==> src/rtl/rf_wb_arbiter.sv <==
// rf_wb_arbiter
//   Two-requester register-file writeback arbiter. Requester A (ALU) has
//   priority; requester B (load) is guaranteed a grant once it has watched
//   STARVE_LIMIT consecutive A grants. The granted write is registered and
//   presented to the register file one cycle after the transfer. Writes to
//   x0 are accepted but never reach the register file.
//
//   Optional feature (compile-time macro WB_FWD_EN): write-to-read bypass.
//   The registered write is forwarded onto RS1_OUT/RS2_OUT when its address
//   matches the read address (x0 excluded). Without the macro the read data
//   passes straight through.
//
// Ports
//   CLK, RST                   clock, synchronous active-high reset
//   HOLD                       pipeline freeze, suppresses all grants
//   A_VALID/A_ADDR/A_DATA      requester A write, A_READY = accepted
//   B_VALID/B_ADDR/B_DATA      requester B write, B_READY = accepted
//   W_EN/W_ADDR/W_DATA         registered register-file write port
//   RADDR1/RADDR2              register-file read addresses
//   RS1_IN/RS2_IN              raw register-file read data
//   RS1_OUT/RS2_OUT            read data delivered to the datapath

module rf_wb_arbiter #(
  parameter int unsigned STARVE_LIMIT = 4
) (
  input  logic        CLK,
  input  logic        RST,
  input  logic        HOLD,
  input  logic        A_VALID,
  input  logic [4:0]  A_ADDR,
  input  logic [31:0] A_DATA,
  output logic        A_READY,
  input  logic        B_VALID,
  input  logic [4:0]  B_ADDR,
  input  logic [31:0] B_DATA,
  output logic        B_READY,
  output logic        W_EN,
  output logic [4:0]  W_ADDR,
  output logic [31:0] W_DATA,
  input  logic [4:0]  RADDR1,
  input  logic [4:0]  RADDR2,
  input  logic [31:0] RS1_IN,
  input  logic [31:0] RS2_IN,
  output logic [31:0] RS1_OUT,
  output logic [31:0] RS2_OUT
);

  localparam logic [3:0] LIMIT = 4'(STARVE_LIMIT);

  logic [3:0]  starve_q, starve_d;
  logic        w_en_q, w_en_d;
  logic [4:0]  w_addr_q, w_addr_d;
  logic [31:0] w_data_q, w_data_d;

  logic        grant_ok;
  logic        b_starved;
  logic        a_gnt, b_gnt;

  // Grants are suppressed during reset so a write presented in a reset
  // cycle is never handshaken.
  assign grant_ok  = !RST && !HOLD;
  assign b_starved = B_VALID && (starve_q == LIMIT);
  assign a_gnt     = grant_ok && A_VALID && !b_starved;
  assign b_gnt     = grant_ok && B_VALID && (!A_VALID || b_starved);

  assign A_READY = a_gnt;
  assign B_READY = b_gnt;

  always_comb begin
    starve_d = starve_q;
    w_en_d   = 1'b0;
    w_addr_d = w_addr_q;
    w_data_d = w_data_q;

    if (!HOLD) begin
      // The counter only tracks a B that is actually waiting; it can never
      // pass LIMIT because B wins the cycle it reaches LIMIT.
      if (b_gnt || !B_VALID) begin
        starve_d = 4'd0;
      end else if (a_gnt) begin
        starve_d = starve_q + 4'd1;
      end
    end

    if (a_gnt) begin
      w_en_d   = (A_ADDR != 5'd0);
      w_addr_d = A_ADDR;
      w_data_d = A_DATA;
    end else if (b_gnt) begin
      w_en_d   = (B_ADDR != 5'd0);
      w_addr_d = B_ADDR;
      w_data_d = B_DATA;
    end
  end

  always_ff @(posedge CLK) begin
    if (RST) begin
      starve_q <= 4'd0;
      w_en_q   <= 1'b0;
      w_addr_q <= 5'd0;
      w_data_q <= 32'd0;
    end else begin
      starve_q <= starve_d;
      w_en_q   <= w_en_d;
      w_addr_q <= w_addr_d;
      w_data_q <= w_data_d;
    end
  end

  assign W_EN   = w_en_q;
  assign W_ADDR = w_addr_q;
  assign W_DATA = w_data_q;

`ifdef WB_FWD_EN
  logic fwd1, fwd2;

  assign fwd1    = w_en_q && (w_addr_q == RADDR1) && (RADDR1 != 5'd0);
  assign fwd2    = w_en_q && (w_addr_q == RADDR2) && (RADDR2 != 5'd0);
  assign RS1_OUT = fwd1 ? w_data_q : RS1_IN;
  assign RS2_OUT = fwd2 ? w_data_q : RS2_IN;
`else
  logic unused_raddr;

  assign unused_raddr = ^{RADDR1, RADDR2};
  assign RS1_OUT      = RS1_IN;
  assign RS2_OUT      = RS2_IN;
`endif

endmodule

==> config.mk <==
export PLATFORM = sky130hd
export DESIGN_NAME = rf_wb_arbiter
export DESIGN_NICKNAME = d
export VERILOG_FILES = /design/src/rtl/rf_wb_arbiter.sv
export SDC_FILE = /design/constraint.sdc
export NUM_CORES = 1
export LEC_CHECK = 0
export ABC_AREA = 0
export CELL_PAD_IN_SITES_DETAIL_PLACEMENT = 1
export CELL_PAD_IN_SITES_GLOBAL_PLACEMENT = 2
export CORE_ASPECT_RATIO = 2
export CORE_MARGIN = 2
export CORE_UTILIZATION = 14
export CTS_BUF_LIST = sky130_fd_sc_hd__clkbuf_8
export CTS_CLUSTER_DIAMETER = 120
export DETAILED_ROUTE_END_ITERATION = 10
export PLACE_DENSITY_LB_ADDON = 0.08
export SLEW_MARGIN = 20
export SYNTH_ARGS = -nofsm -noshare
export SYNTH_HDL_FRONTEND = slang
export SYNTH_SLANG_ARGS = --single-unit
export TNS_END_PERCENT = 20
==> constraint.sdc <==
create_clock -name CLK -period 2.2 [get_ports CLK]
set_input_delay 0.44 -clock CLK [delete_from_list [all_inputs] [get_ports CLK]]
set_output_delay 0.44 -clock CLK [all_outputs]
set_load 0.02 [all_outputs]
==> impl_metrics.ini <==
[run_status]
status = complete, no violations

[sta]
worst_pin_slew_ps = 326
setup_violations = 0
finalHoldViolations = 0
final.min_clock_period_ps = 2060
fin_crit_sh = 0.937
slew_headroom = 0.777
fmaxAchievable_mhz = 485
report.final.slew_viol_count = 0
rsz0062_at_grt = no
skew_ps = 9.59

[power]
p_clk_frac = 0.318
p_int_uw = 1450
p_per_area_mw_per_mm2 = 567
combPwrFrac = 0.268
p_seq_frac = 0.414
switching_share = 0.287
vdd_drop_max_v = 0.000286
p_switching_uw = 585
total_leakage_power_uw = 0.00128

[logic_synthesis]
synthFlopType = dfxtp_1
synth.area.top_cells = dfxtp_1 (34%), buf_4 (19%), o221a_1 (11%)
syn-instance-count = 273
synthArstFlopShare = 0
ys_ff_latch = 42
yosysTopAreaCellShare = 0.340
synth_seq_area_share = 0.340
syn-num-nets = 428
synth_top_area_cell = dfxtp_1
synth_commonest_cells = buf_4 (64), dfxtp_1 (42), inv_1 (34), a21oi_1 (33), o221a_1 (24)
ys_types = 35
synthesis.area_mm2 = 0.00247
syn_area_per_cell_um2 = 9.06
synth-edff-count = 0
synth_warnings = 0
post-synth-top-count-cell = buf_4

[worst_setup_path]
critical_path.startpoint_type = primary input
critPathMaxStageDelay_ps = 510
crit_slowest_cell = clkdlybuf4s50_1
path_class = in -> out
critPathRequiredTime_ps = 1760
r2r_end = W_DATA[8]$_SDFFE_PP0P_
end_kind = output port
cp.arrival_ps = 1620
crit_chain = clkdlybuf4s50_1 -> inv_1 -> o21ai_1 -> and2_1 -> clkdlybuf4s15_1
r2r_cells = 6
crit_fanout = 3
reg2reg_slack_ps = 430
r2r_start = starve_q[0]$_SDFFE_PP0P_

[worst_hold_path]
whs_path_depth = 3
worstHoldEndpoint = W_DATA[19]$_SDFFE_PP0P_
min_path_type = reg -> reg
hp-start = W_DATA[19]$_SDFFE_PP0P_

[drt]
post_drt_via_cell_ratio = 3.92
drc = 0
dr.pass1.iters = 4
wl_per_cell_um = 18.3
first_iter_violations = 33
via_count = 2135
routed_wl_um = 9940
antenna_left = 0

[placed_design]
placed_area_mm2 = 0.00349
place_congestion = 0.687
dp_hpwl_um = 7280
numPortBuffers = 118

[finish]
drive_gt1_frac = 0.132
syn_to_final_growth_pct = 45.4
finalInstanceArea_mm2 = 0.00360
final_nets = 488
multi_input_area_um2 = 922
diodes = 0
fin_util = 0.208
fillerInstances = 1992
final-seq-area_um2 = 841

[floorplan]
initial_core_util = 0.143
fp-row-count = 68
die_h_um = 192
die_area_mm2 = 0.0188
core_area_mm2 = 0.0173
io_pins = 257
die_w_um = 98.0

[global_route]
grt_pass1_wl_um = 14700
grt_pass1_vias = 2392
track_usage = 0.105
gr-total-overflow = 0
antenna_found_initial = 0
grt_max_degree = 32

[cts]
postCtsSetupBuffers = 0
cts_num_sinks = 42
cts_tree = done
cts_hold_buf = 0
cts-resized-gates = 5
root_buffer = clkbuf_8
clock_path_buffers = 2
path_clk_slew_ps = 90
htreeDepth = 2
clk_latency_ps = 300
cts_buffers = 5

[job]
cap_violations = 0
## through the flow
step / setup slack, ps / hold slack [ps] / cells / power, uW / setup TNS (ps)
after floorplan: 376 / 462 / 273 / 1250 / 0
after global placement: -228 / 541 / 536 / 1420 / -433
after detailed placement: -246 / 547 / 536 / 1420 / -589
after CTS: 4.93 / 568 / 544 / 2100 / 0
after global routing: 8.59 / 592 / 544 / 2160 / 0
final: 138 / 561 / 544 / 2040 / 0
## final cells by class
cell class,instances,share of cell area
Timing Repair Buffer,135,0.372
Clock inverter,3,0.0104
Clock buffer,5,0.0191
Sequential cell,42,0.234
Multi-Input combinational cell,115,0.256
Inverter,34,0.0355
Tap cell,210,0.0731
## kinds of logic (layout without fill, tap and decap cells)
| family | Yosys count | in the layout | share of synthesized area |
|---|---|---|---|
| buffers and inverters | 116 | 177 | 0.290 |
| AOI/OAI and AO/OA | 77 | 77 | 0.258 |
| DFF | 42 | 42 | 0.340 |
| and+or+nand+nor | 30 | 30 | 0.0774 |
| muxes | 6 | 6 | 0.0243 |
| adders and majority gates | 2 | 2 | 0.0101 |
## power groups by stage
stage / registers [uW] / clock network (uW) / logic [uW]
2_1_floorplan: 927 / 0 / 324
3_3_place_gp: 861 / 0 / 558
3_5_place_dp: 861 / 0 / 560
4_1_cts: 845 / 695 / 563
5_1_grt: 852 / 722 / 589
6_report: 843 / 649 / 546
## layer usage
metal  vias to the layer above  track usage  part of all wire
met4                         0       0.0459             0.021
met3                        22       0.0200             0.058
met5                         -            0                 0
met2                        88        0.210              0.59
li1                       1013            -                 -
met1                      1012        0.100              0.33
## layout by cell type, fill, tap and decap left out, types with 2 or more instances in the layout
cell type	instances
a211oi_2	6
a21oi_1	33
a31oi_1	2
buf_12	3
buf_2	2
buf_4	14
clkbuf_8	5
clkdlybuf4s50_1	115
dfxtp_1	42
ha_1	2
inv_1	36
mux2i_1	6
nand2_1	5
nand3b_1	2
nor3_1	7
o221a_1	24
o221a_2	7
or4_1	3
or4b_2	2
## worst max-delay path: cells and delay by family
family	cells	cell delay, ps
AO/OA/AOI/OAI	1	160
buffers and inverters	3	870
AND/OR/NAND/NOR	1	150
## sequential cells by signal, indices dropped and copies added (netlist names)
signal    flops
W_DATA       32
W_ADDR        5
starve_q      4
W_EN          1
## worst max-delay path by stage
stage,start,end
finish,B_VALID,B_READY
global route,starve_q[0]$_SDFFE_PP0P_,B_READY
CTS,starve_q[0]$_SDFFE_PP0P_,A_READY
detailed placement,B_VALID,A_READY
global placement,B_VALID,A_READY
floorplan,RST,B_READY
No activity file was read; power rests on OpenSTA's default activity.
==> variant 1: new RTL, same settings <==
Build with the macro `WB_FWD_EN` defined.
--- a/src/rtl/rf_wb_arbiter.sv
+++ b/src/rtl/rf_wb_arbiter.sv
@@ -20,4 +20,6 @@
 //   RS1_IN/RS2_IN              raw register-file read data
 //   RS1_OUT/RS2_OUT            read data delivered to the datapath
+
+`define WB_FWD_EN
 
 module rf_wb_arbiter #(
Behaviour: not the same (a bounded check fails within 4 cycles, from zero or initial values and one cycle with RST high).
==> variant 1 against the unedited design <==
Routed wire length increased by 83%. Count of clock-buffer cells in the layout unchanged. Cell count rose by 63%. Global-route usage increased by 4.9 points. Setup slack lost 0.63 ns. Sequential cell count unchanged. The flow now finishes with violations (setup timing). Total power is 19% higher. Register-to-register slack worse by 0.11 ns. Largest cell class unchanged. Area after synthesis increased by 24%. Cell area is 72% higher.
==> variant 1: results (changes against the unedited design) <==
| Metric | Value |
|---|---|
| Status | complete, but fails checks |
| Violated checks | setup timing |
| Met2 Use GR | 32.80% (+12 points) |
| Share of cells above drive strength 1 | 31.65% (+18 points) |
| Commonest cells post-synth | nor2_1 (43), dfxtp_1 (42), nor3_1 (39) |
| Fill cell count | 2529 (+27%) |
| Syn Area/Cell | 9.015 um2 (-0.45%) |
| Util after Layout | 28.73% (+7.9 points) |
| Routed wl met3 | 1086 um (+89%) |
| Number of placed cells counting well taps | 863 (+61%) |
| Global routing usage on met3 | 2.888% (+0.89 points) |
| Sum of negative setup slack | -26.92 ns (-26.92 ns) |
| Leak | 2.333 nW (+83%) |
| Clk_skew | 0.005706 ns (-0.003880 ns) |
| Library cells used by synthesis | 36 (+2.9%) |
| Max IR drop VDD | 169.3 uV (-41%) |
| Hold path start | W_DATA[6] |
| Sequential area share after synthesis | 27.35% (-6.7 points) |
| Switch Pwr | 0.8267 mW (+41%) |
| CP peak stage delay | 0.56 ns (+0.05 ns) |
| Final setup violation count | 64 (+64) |
| Top delay family on crit path | simple AND/OR/NAND/NOR gates |
| Cell types occupying the most area after synthesis | dfxtp_1 (27%), mux2_4 (15%), mux2_2 (12%) |
| Largest net degree at the start of global routing | 76 (+140%) |
| Highest routed layer | met5 |
| GRT Resource Usage Total | 15.36% (+4.9 points) |
| Vias/cell | 4.378 (+12%) |
| First-iteration detailed-routing DRC count | 67 (+100%) |
| Setup bufs post-CTS | 5 (+5) |
| Final worst slack | -0.4917 ns (-0.6295 ns) |
| Slowest CP cell | or4_4 |
| GP Congestion | 0.7398 (+7.8%) |
| Critical path fanouts, max | 5 (+2) |
| Met1 WL | 5913 um (+79%) |
| IO Port Bufs | 256 (+120%) |
| Critical Path AT | 2.25 ns (+0.63 ns) |
| Post-synth net total | 496 (+16%) |
| Slew HR | 44.31% (-33 points) |
| Initial antenna violation count | 2 (+2) |
| DP Area | 6088 um2 (+74%) |
| Vias in the first global route | 4425 (+85%) |
| First-pass GRT wire length | 26460 um (+80%) |
| Routed vias | 3883 (+82%) |
| Critical path startpoint | W_ADDR[3] |
| Met2 wire length | 10840 um (+85%) |
| CTS-repair resized insts | 287 (+282) |
==> variant 1: cell count changes after synthesis, moves of 8 or more <==
cell | unedited run | this run
a21oi_1 | 33 | 2
buf_2 | 1 | 9
buf_4 | 64 | 0
clkbuf_1 | 11 | 24
inv_1 | 34 | 2
mux2_2 | 0 | 32
mux2_4 | 0 | 30
nor2_1 | 0 | 43
nor3_1 | 7 | 39
nor4_1 | 0 | 37
nor4b_1 | 1 | 37
o221a_1 | 24 | 0
xnor2_1 | 0 | 9
==> variant 1: final cells by class <==
cell class | instances | area share, %
Timing Repair Buffer | 301 | 45.43
Multi-Input combinational cell | 261 | 34.05
Sequential cell | 42 | 13.62
Tap cell | 273 | 5.507
Clock buffer | 5 | 1.110
Clock inverter | 2 | 0.1210
Inverter | 2 | 0.1210
Antenna cell | 1 | 0.04035
==> variant 1: worst paths after layout <==
path / endpoint / slack (ns) / depth (start not counted)
max: RS2_OUT[28] / -0.49 / 7
min: W_DATA[6] / 0.53 / 2
max reg2reg: W_DATA[25] / 0.32 / 7
min reg2reg: W_DATA[6] / 0.53 / 2
==> variant 1: cells by family (layout without fill, tap and decap cells) <==
logic type               count (synthesis)  count (layout)  share of synthesized area, %
XOR/XNOR                                 9               9                         2.564
adder cells (fa/ha/maj)                  2               2                        0.8139
flip-flops                              42              42                         27.35
AND/OR/NAND/NOR                        174             174                         33.41
AO/OA/AOI/OAI                           11              11                         2.687
buffers and inverters                   38             310                         5.739
multiplexers                            65              65                         27.43
other                                    0               1                             0
==> variant 1: power groups by stage <==
stage | Sequential [mW] | Clock, mW | Combinational [mW]
floorplan | 0.955 | 0 | 0.362
global placement | 0.908 | 0 | 1.06
detailed placement | 0.910 | 0 | 1.07
CTS | 0.895 | 0.558 | 1.02
global route | 0.903 | 0.585 | 1.09
finish | 0.891 | 0.517 | 1.01
==> variant 2: new RTL, same settings <==
Without the edit above. Take the reset off `w_data_q` and load it in a clocked block of its own.
--- a/src/rtl/rf_wb_arbiter.sv
+++ b/src/rtl/rf_wb_arbiter.sv
@@ -99,11 +99,13 @@
       w_en_q   <= 1'b0;
       w_addr_q <= 5'd0;
-      w_data_q <= 32'd0;
     end else begin
       starve_q <= starve_d;
       w_en_q   <= w_en_d;
       w_addr_q <= w_addr_d;
-      w_data_q <= w_data_d;
     end
+  end
+
+  always_ff @(posedge CLK) begin
+    w_data_q <= w_data_d;
   end
 
Check against the original RTL: differs if RST is asserted again (counterexample within 4 cycles, from zero or initial values and one cycle with RST high); with RST held inactive, the same outputs for 10 cycles.
==> variant 2 against the unedited design <==
Total power is 7.3% lower. Cell area is 3.8% higher. Worst hold slack worse by 0.043 ns. Sequential cell count stayed put. Area after synthesis is 3.0% higher. Non-clock buffer count stayed put. Utilization is 0.17 points higher. Synthesized cell count is 27% lower. Setup slack worse by 0.034 ns. Routed wire length is 15% lower.
==> variant 2: results (changes against the unedited design) <==
| Metric | Value |
|---|---|
| Setup bufs post-CTS | 1 (+1) |
| R2R Setup Slk | 0.16 ns (-0.27 ns) |
| Adder-Cell Fraction of Synth Area | 0.9828% (-0.029 points) |
| Fraction of area in multi-input gates | 22.23% (-3.4 points) |
| Final wirelength | 8447 um (-15%) |
| P_clk | 0.548 mW (-16%) |
| Routed vias | 1697 (-21%) |
| Worst hold stages | 2 (-1) |
| Fin area | 3732 um2 (+3.8%) |
| Mux cell area share after synthesis | 18.43% (+16 points) |
| FF-to-FF path depth | 8 (+2) |
| Multi-In Gates | 83 (-28%) |
| Commonest cells post-synth | buf_4 (64), edfxtp_1 (32), mux2_4 (29) |
| GP Congestion | 0.7014 (+2.2%) |
| Final net count | 426 (-13%) |
| Invs w/o clock | 4 (-88%) |
| Main synth FF type | edfxtp_1 |
| Final Critical Period | 2.097 ns (+0.03447 ns) |
| GRT Resource Usage Total | 8.442% (-2.0 points) |
| Syn Area/Cell | 12.73 um2 (+41%) |
| Clk_skew | 0.008596 ns (-0.0009895 ns) |
| Fill cell count | 1994 (+0.10%) |
| WHS Endpoint | starve_q[3] |
| Hold path start | starve_q[3] |
| Comb. pwr | 0.438 mW (-20%) |
| Switch Pwr | 0.4983 mW (-15%) |
| Reg2reg end | W_DATA[14] |
| Synth Area in Compound Gates | 4.865% (-21 points) |
| Hpwl dp | 6761 um (-7.1%) |
| Worst setup path endpoint | A_READY |
| Signal buf overhead | 36.78% (-0.39 points) |
| Storage element area | 1164 um2 (+38%) |
| CP peak stage delay | 0.54 ns (+0.03 ns) |
| Cell types occupying the most area after synthesis | edfxtp_1 (38%), buf_4 (19%), mux2_4 (17%) |
| Max IR drop VDD | 207.5 uV (-27%) |
| Worst-Margin Slew | 0.3041 ns (-0.02171 ns) |
| Share of cells above drive strength 1 | 27.94% (+15 points) |
| Post-synth EDFFs | 32 (+32) |
| CTS-repair resized insts | 6 (+1) |
| Post-synth net total | 355 (-17%) |
| Leak | 1.403 nW (+9.9%) |
| Number of placed cells counting well taps | 476 (-11%) |
| First-pass GRT wire length | 11790 um (-20%) |
| Fin cells | 485 (-11%) |
| DP Area | 3622 um2 (+3.8%) |
| Largest net degree at the start of global routing | 18 (-44%) |
| Status | complete, no violations |
==> variant 2: cell types whose count changed after synthesis, sizes merged, moves of 3 or more <==
cell    delta
a211oi     -5
a21oi     -30
buf        -3
clkbuf     -8
dfxtp     -32
edfxtp    +32
inv       -30
mux2      +32
mux2i      -6
nor2      +11
nor3       -5
o221a     -26
==> variant 2: metrics by stage <==
stage	power [mW]	hold slack, ns	utilization, %
final	1.889	0.5179	20.99
after global routing	1.979	0.5430	20.99
after CTS	1.945	0.5313	20.94
after detailed placement	1.367	0.5136	20.37
after global placement	1.365	0.5073	20.37
after floorplan	1.269	0.4619	-
==> variant 2: routing by layer <==
layer | up-vias | share of wire (%) | global-route usage [%]
met1 | 822 | 30 | 6.990
met3 | 14 | 6.5 | 1.762
met4 | 0 | 2.5 | 4.363
li1 | 778 | - | -
met5 | - | 0 | 0
met2 | 83 | 61 | 17.54
==> variant 2: worst min-delay path: stages (launching register included) <==
cell and delay (ns):
dfxtp_1 0.35, nand2_1 0.06, a31oi_1 0.07
